## config.mk

```make
export PLATFORM = sky130hd
export DESIGN_NAME = fifo_param
export DESIGN_NICKNAME = d
export VERILOG_FILES = /design/src/rtl/fifo_pkg.sv /design/src/rtl/fifo_mem_2p.sv /design/src/rtl/fifo_param.sv
export SDC_FILE = /design/constraint.sdc
export NUM_CORES = 1
export LEC_CHECK = 0
export CAP_MARGIN = 15
export CORE_UTILIZATION = 46
export DETAILED_ROUTE_END_ITERATION = 7
export GPL_TIMING_DRIVEN = 0
export HOLD_SLACK_MARGIN = 0.05
export MAX_ROUTING_LAYER = met4
export PLACE_DENSITY = 0.75
export SYNTH_ARGS = -nofsm -noshare
export SYNTH_HDL_FRONTEND = slang
export SYNTH_SLANG_ARGS = --single-unit
```

## constraint.sdc

```tcl
create_clock -name clk -period 2.1 [get_ports clk]
set_input_delay 0.42 -clock clk [delete_from_list [all_inputs] [get_ports clk]]
set_output_delay 0.42 -clock clk [all_outputs]
set_load 0.03 [all_outputs]
```

## src/rtl/fifo_pkg.sv

```systemverilog
// Shared widths, depth helper and error codes for the parametrised FIFO family.
package fifo_pkg;

    localparam int unsigned DATA_WIDTH_DEF = 6;
    localparam int unsigned ADDR_WIDTH_DEF = 2;

    // Error codes as seen on {err_underflow, err_overflow}.
    localparam logic [1:0] ERR_NONE = 2'b00;
    localparam logic [1:0] ERR_OVF  = 2'b01;
    localparam logic [1:0] ERR_UNF  = 2'b10;

    function automatic int unsigned fifo_depth(input int unsigned addr_width);
        return 32'd1 << addr_width;
    endfunction

endpackage

```

## src/rtl/fifo_mem_2p.sv

```systemverilog
// Two-port RAM: synchronous write, registered read; contents are not reset.
// Latency: read data valid one edge after rd_en; a same-address write returns the old word.
// Backpressure: none, every enabled access completes.
module fifo_mem_2p
    import fifo_pkg::*;
#(
    parameter int unsigned DATA_WIDTH = DATA_WIDTH_DEF,
    parameter int unsigned ADDR_WIDTH = ADDR_WIDTH_DEF
) (
    input  logic                  clk,
    input  logic                  wr_en,
    input  logic [ADDR_WIDTH-1:0] wr_addr,
    input  logic [DATA_WIDTH-1:0] wr_data,
    input  logic                  rd_en,
    input  logic [ADDR_WIDTH-1:0] rd_addr,
    output logic [DATA_WIDTH-1:0] rd_data
);

    localparam int unsigned DEPTH = fifo_depth(ADDR_WIDTH);

    logic [DATA_WIDTH-1:0] mem_q [DEPTH];
    logic [DATA_WIDTH-1:0] rd_data_q;

    always_ff @(posedge clk) begin
        if (wr_en) begin
            mem_q[wr_addr] <= wr_data;
        end
        if (rd_en) begin
            rd_data_q <= mem_q[rd_addr];
        end
    end

    assign rd_data = rd_data_q;

endmodule

```

## src/rtl/fifo_param.sv

```systemverilog
// Synchronous FIFO with programmable thresholds, occupancy count and error reporting.
// Latency: count/flags update on the accepting edge; read data one edge after pop.
// Backpressure: Pausa asks the producer to stop; pushes into a full FIFO are dropped and flagged.
module fifo_param
    import fifo_pkg::*;
#(
    parameter int unsigned DATA_WIDTH = DATA_WIDTH_DEF,
    parameter int unsigned ADDR_WIDTH = ADDR_WIDTH_DEF
) (
    input  logic                  clk,
    input  logic                  reset_L,
    input  logic                  push,
    input  logic                  pop,
    input  logic [DATA_WIDTH-1:0] Fifo_Data_in,
    input  logic [ADDR_WIDTH:0]   umbral_bajo,
    input  logic [ADDR_WIDTH:0]   umbral_alto,
    input  logic                  err_clr,
    output logic [DATA_WIDTH-1:0] Fifo_Data_out,
    output logic [ADDR_WIDTH:0]   Fifo_Count,
    output logic                  Fifo_Empty,
    output logic                  Fifo_Full,
    output logic                  Almost_Empty,
    output logic                  Almost_Full,
    output logic                  Pausa,
    output logic                  err_overflow,
    output logic                  err_underflow,
    output logic                  Error_Fifo
);

    localparam int unsigned    DEPTH   = fifo_depth(ADDR_WIDTH);
    localparam int unsigned    CW      = ADDR_WIDTH + 1;
    localparam logic [CW-1:0]  DEPTH_C = CW'(DEPTH);

    logic [ADDR_WIDTH-1:0] wr_ptr_q, wr_ptr_d;
    logic [ADDR_WIDTH-1:0] rd_ptr_q, rd_ptr_d;
    logic [CW-1:0]         count_q, count_d;
    logic                  ovf_q, ovf_d;
    logic                  unf_q, unf_d;
    logic                  err_q, err_d;
    logic                  rd_vld_q, rd_vld_d;
    logic                  push_ok, pop_ok;
    logic [DATA_WIDTH-1:0] ram_rd_data;

    assign Fifo_Empty   = (count_q == '0);
    assign Fifo_Full    = (count_q == DEPTH_C);
    assign Almost_Empty = (count_q != '0) && (count_q <= umbral_bajo);
    assign Almost_Full  = !Fifo_Full && (count_q >= umbral_alto);
    assign Pausa        = (count_q >= umbral_alto) || Fifo_Full;

    always_comb begin
        pop_ok   = pop && !Fifo_Empty;
        push_ok  = push && (!Fifo_Full || pop_ok);
        wr_ptr_d = wr_ptr_q;
        rd_ptr_d = rd_ptr_q;
        count_d  = count_q;
        ovf_d    = push && !push_ok;
        unf_d    = pop && !pop_ok;
        rd_vld_d = rd_vld_q || pop_ok;

        if (push_ok) begin
            wr_ptr_d = wr_ptr_q + ADDR_WIDTH'(1);
        end
        if (pop_ok) begin
            rd_ptr_d = rd_ptr_q + ADDR_WIDTH'(1);
        end
        case ({push_ok, pop_ok})
            2'b10:   count_d = count_q + CW'(1);
            2'b01:   count_d = count_q - CW'(1);
            default: count_d = count_q;
        endcase

        // A fresh error in the same cycle takes priority over the clear.
        if (ovf_d || unf_d) begin
            err_d = 1'b1;
        end else if (err_clr) begin
            err_d = 1'b0;
        end else begin
            err_d = err_q;
        end
    end

    always_ff @(posedge clk or negedge reset_L) begin
        if (!reset_L) begin
            wr_ptr_q <= '0;
            rd_ptr_q <= '0;
            count_q  <= '0;
            ovf_q    <= 1'b0;
            unf_q    <= 1'b0;
            err_q    <= 1'b0;
            rd_vld_q <= 1'b0;
        end else begin
            wr_ptr_q <= wr_ptr_d;
            rd_ptr_q <= rd_ptr_d;
            count_q  <= count_d;
            ovf_q    <= ovf_d;
            unf_q    <= unf_d;
            err_q    <= err_d;
            rd_vld_q <= rd_vld_d;
        end
    end

    fifo_mem_2p #(
        .DATA_WIDTH (DATA_WIDTH),
        .ADDR_WIDTH (ADDR_WIDTH)
    ) u_mem (
        .clk     (clk),
        .wr_en   (push_ok),
        .wr_addr (wr_ptr_q),
        .wr_data (Fifo_Data_in),
        .rd_en   (pop_ok),
        .rd_addr (rd_ptr_q),
        .rd_data (ram_rd_data)
    );

    // The RAM read register has no reset; masking until the first pop after
    // reset gives a zero output that clears asynchronously with reset_L.
    assign Fifo_Data_out = rd_vld_q ? ram_rd_data : '0;
    assign Fifo_Count    = count_q;
    assign err_overflow  = ovf_q;
    assign err_underflow = unf_q;
    assign Error_Fifo    = err_q;

endmodule

```

==> flow_metrics.env <==
export IMPL_synth_edf_count=30
export IMPL_numCtsBuffers=5
export IMPL_wl_per_cell_um=16.4
export IMPL_drt_initial_drc_count=60
export IMPL_hpwlAfterDp_mm=2.31
export IMPL_syn_inst=111
export IMPL_hold_viol=0
export IMPL_wl_mm=3.47
export IMPL_grt_max_degree=15
export IMPL_reg2reg_depth=9
export IMPL_crit_path_start_kind="flip-flop"
export IMPL_crit_fanout=4
export IMPL_ys_seq_area_share_pct=65.3
export IMPL_finalCritPeriodShare_pct=102
export IMPL_multi_input_area_um2=659
export IMPL_setup_viol=3
export IMPL_rsz0062_at_grt="true"
export IMPL_start_util_pct=48.5
export IMPL_tns_ns=-0.0942
export IMPL_synth_async_reset_ratio_pct=26.8
export IMPL_regArea_um2=1180
export IMPL_io_pins=34
export IMPL_slew_headroom_pct=63.8
export IMPL_num_rows=22
export IMPL_r2r_slack_ns=-0.01
export IMPL_route_detailed_drc=0
export IMPL_dp_slack_ns=-0.659
export IMPL_die_h_um=64.6
export IMPL_drtPass1Iterations=6
export IMPL_dieWidth_um=64.6
export IMPL_drv_slew=0
export IMPL_antenna_found_initial=0
export IMPL_h_tree_depth=2
export IMPL_cts_tree="done"
export IMPL_area_growth_synth_to_final_pct=37.6
export IMPL_fin_skew_ns=0.00723
export IMPL_maxCapViolCount=0
export IMPL_timing_rr_start="Fifo_Count[1]$_DFFE_PN0P_"
export IMPL_r2r_end="Fifo_Count[2]$_DFFE_PN0P_"
export IMPL_place_inst=192
export IMPL_numPortBuffers=33
export IMPL_min_period_ns=2.14
export IMPL_synth_avg_cell_area_um2=16.2
export IMPL_hold_buffers=0
export IMPL_diodes=0
export IMPL_netlist_area_um2=1800
export IMPL_power_density_nw_per_um2=1490
export IMPL_nets=192
export IMPL_fill_cells=255
export IMPL_core_area_um2=3720
export IMPL_synth_seq_cells=41
export IMPL_drive_above_1_share_pct=37.8
export IMPL_detail_route_antenna_nets=0
export IMPL_via_per_inst=5.08
export IMPL_grt_use_total_pct=19.4
export IMPL_dieArea_um2=4170
export IMPL_grt_pass1_vias=1143
export IMPL_hold_class="primary input to async pin"
export IMPL_critPathCaptureType="primary output"
export IMPL_critical_path_arrival_ns=1.72
export IMPL_yosys_warnings=0
export IMPL_routabilityCongestion=0.667
export IMPL_clk_latency_ns=0.29
export IMPL_synth_cell_types=28
export IMPL_tightest_slew_ns=0.542
export IMPL_clk_pin_slew_worst_paths_ns=0.09
export IMPL_fin_cells=212
export IMPL_cts_sinks=41
export IMPL_timing_worst_setup_path_type="flip-flop to primary output"
export IMPL_violations="setup timing"
export IMPL_setup_slack_ns=-0.0432
export IMPL_ys_flop_type="edfxtp_1"
export IMPL_clockRootBuffer="clkbuf_8"
export IMPL_grt_overflow=0
export IMPL_grt_pass1_wl_mm=5.59
export IMPL_p_leak_nw=0.983
export IMPL_clockBufferDepth=2
export IMPL_syn_nets=140
export IMPL_status="finished, violations left"
export IMPL_crit_required_ns=1.68
export IMPL_ir_drop_mv=0.624
export IMPL_max_freq_mhz=467
export IMPL_num_vias=1078
export IMPL_crit_start="Fifo_Count[0]$_DFFE_PN0P_"
[logic make-up (layout without fill, tap and decap cells)]
kind of cell    count (synthesis)  count (layout)  synth area share (%)
flops                          41              41                  65.3
simple gates                   21              21                  7.23
buf+inv                        15              68                  3.20
fa+ha+maj                      12              12                  8.76
compound gates                  8               8                  3.68
mux                             8               8                  8.89
xor+xnor                        6               6                  2.92
[sequential cells by signal, indices dropped and copies added, names as in the netlist]
signal,flops
err_overflow,1
err_underflow,1
Error_Fifo,1
rd_vld_q,1
u_mem.rd_data,6
Fifo_Count,3
rd_ptr_q,2
wr_ptr_q,2
u_mem.mem_q,24
[where the power goes]
part	switching, mW	leakage [nW]	internal [mW]
Clock	0.283	0.0543	0.356
Combinational	0.951	0.522	0.874
Sequential	0.0945	0.407	1.14
[stage by stage]
step                cell area [um^2]  hold WS, ns  util (%)  power (mW)
detailed placement              2200        0.495      59.2        2.79
global placement                2200        0.488      59.2        2.72
CTS                             2450        0.496      65.8        3.62
global route                    2480        0.513      66.7        3.90
finish                          2480        0.476      66.7        3.70
floorplan                       1810        0.124         -        2.24
[final cells by class]
type | instances | area share, %
timing repair buffer | 45 | 16.3
buffer | 2 | 0.354
tap | 48 | 2.42
multi-input combinational | 55 | 26.6
sequential | 41 | 47.6
clock buffer | 5 | 2.78
inverter | 13 | 2.07
clock inverter | 3 | 1.87
[layout by cell type, fill, tap and decap left out, types with 4 or more instances in the layout]
master	n
and2_1	7
and2_2	4
buf_4	15
clkbuf_8	5
clkdlybuf4s50_1	23
dfrtp_1	8
edfxtp_1	30
ha_1	6
ha_4	4
inv_1	8
inv_2	4
mux4_2	6
[Yosys cell counts (all sizes together) (2+ instances only)]
cell	number	area share, %
a211o	2	0.97
inv	13	2.7
dfrtp	11	15
xnor2	3	1.5
mux4	6	7.5
ha	11	7.6
nor2	3	0.63
edfxtp	30	50
and2	11	4.1
xor2	3	1.5
nor3	2	0.56
buf	2	0.49
[worst max-delay path by stage]
stage | end | slack [ns]
after floorplan | Fifo_Count[2]$_DFFE_PN0P_ | -0.17
after global placement | Pausa | -0.59
after detailed placement | Pausa | -0.66
after CTS | Fifo_Count[2]$_DFFE_PN0P_ | -0.06
after global routing | Fifo_Count[2]$_DFFE_PN0P_ | -0.12
final | Almost_Full | -0.04
[what timing repair did]
action	in CTS	in global routing
buffers inserted	11	1
pin swaps	12	7
hold endpoints to repair	0	0
endpoints found under the setup margin	7	5
gates resized for setup	40	13
[layer usage]
| metal | part of all wire (%) | vias to the layer above | wire [um] | global-route usage, % |
|---|---|---|---|---|
| met1 | 41 | 538 | 1410 | 23.0 |
| met2 | 54 | 35 | 1860 | 32.5 |
| li1 | - | 499 | - | - |
| met5 | 0 | - | 0 | - |
| met4 | 1.1 | 0 | 38 | 5.00 |
| met3 | 4.6 | 6 | 161 | 5.46 |
[critical path, stage by stage (launching register included)]
cell,delay [ns]
dfrtp_2,0.44
inv_2,0.11
ha_1,0.24
nand2b_4,0.15
a211oi_4,0.23
nor3_2,0.08
buf_4,0.17
Note: power is estimated with default switching activity, not from simulation.
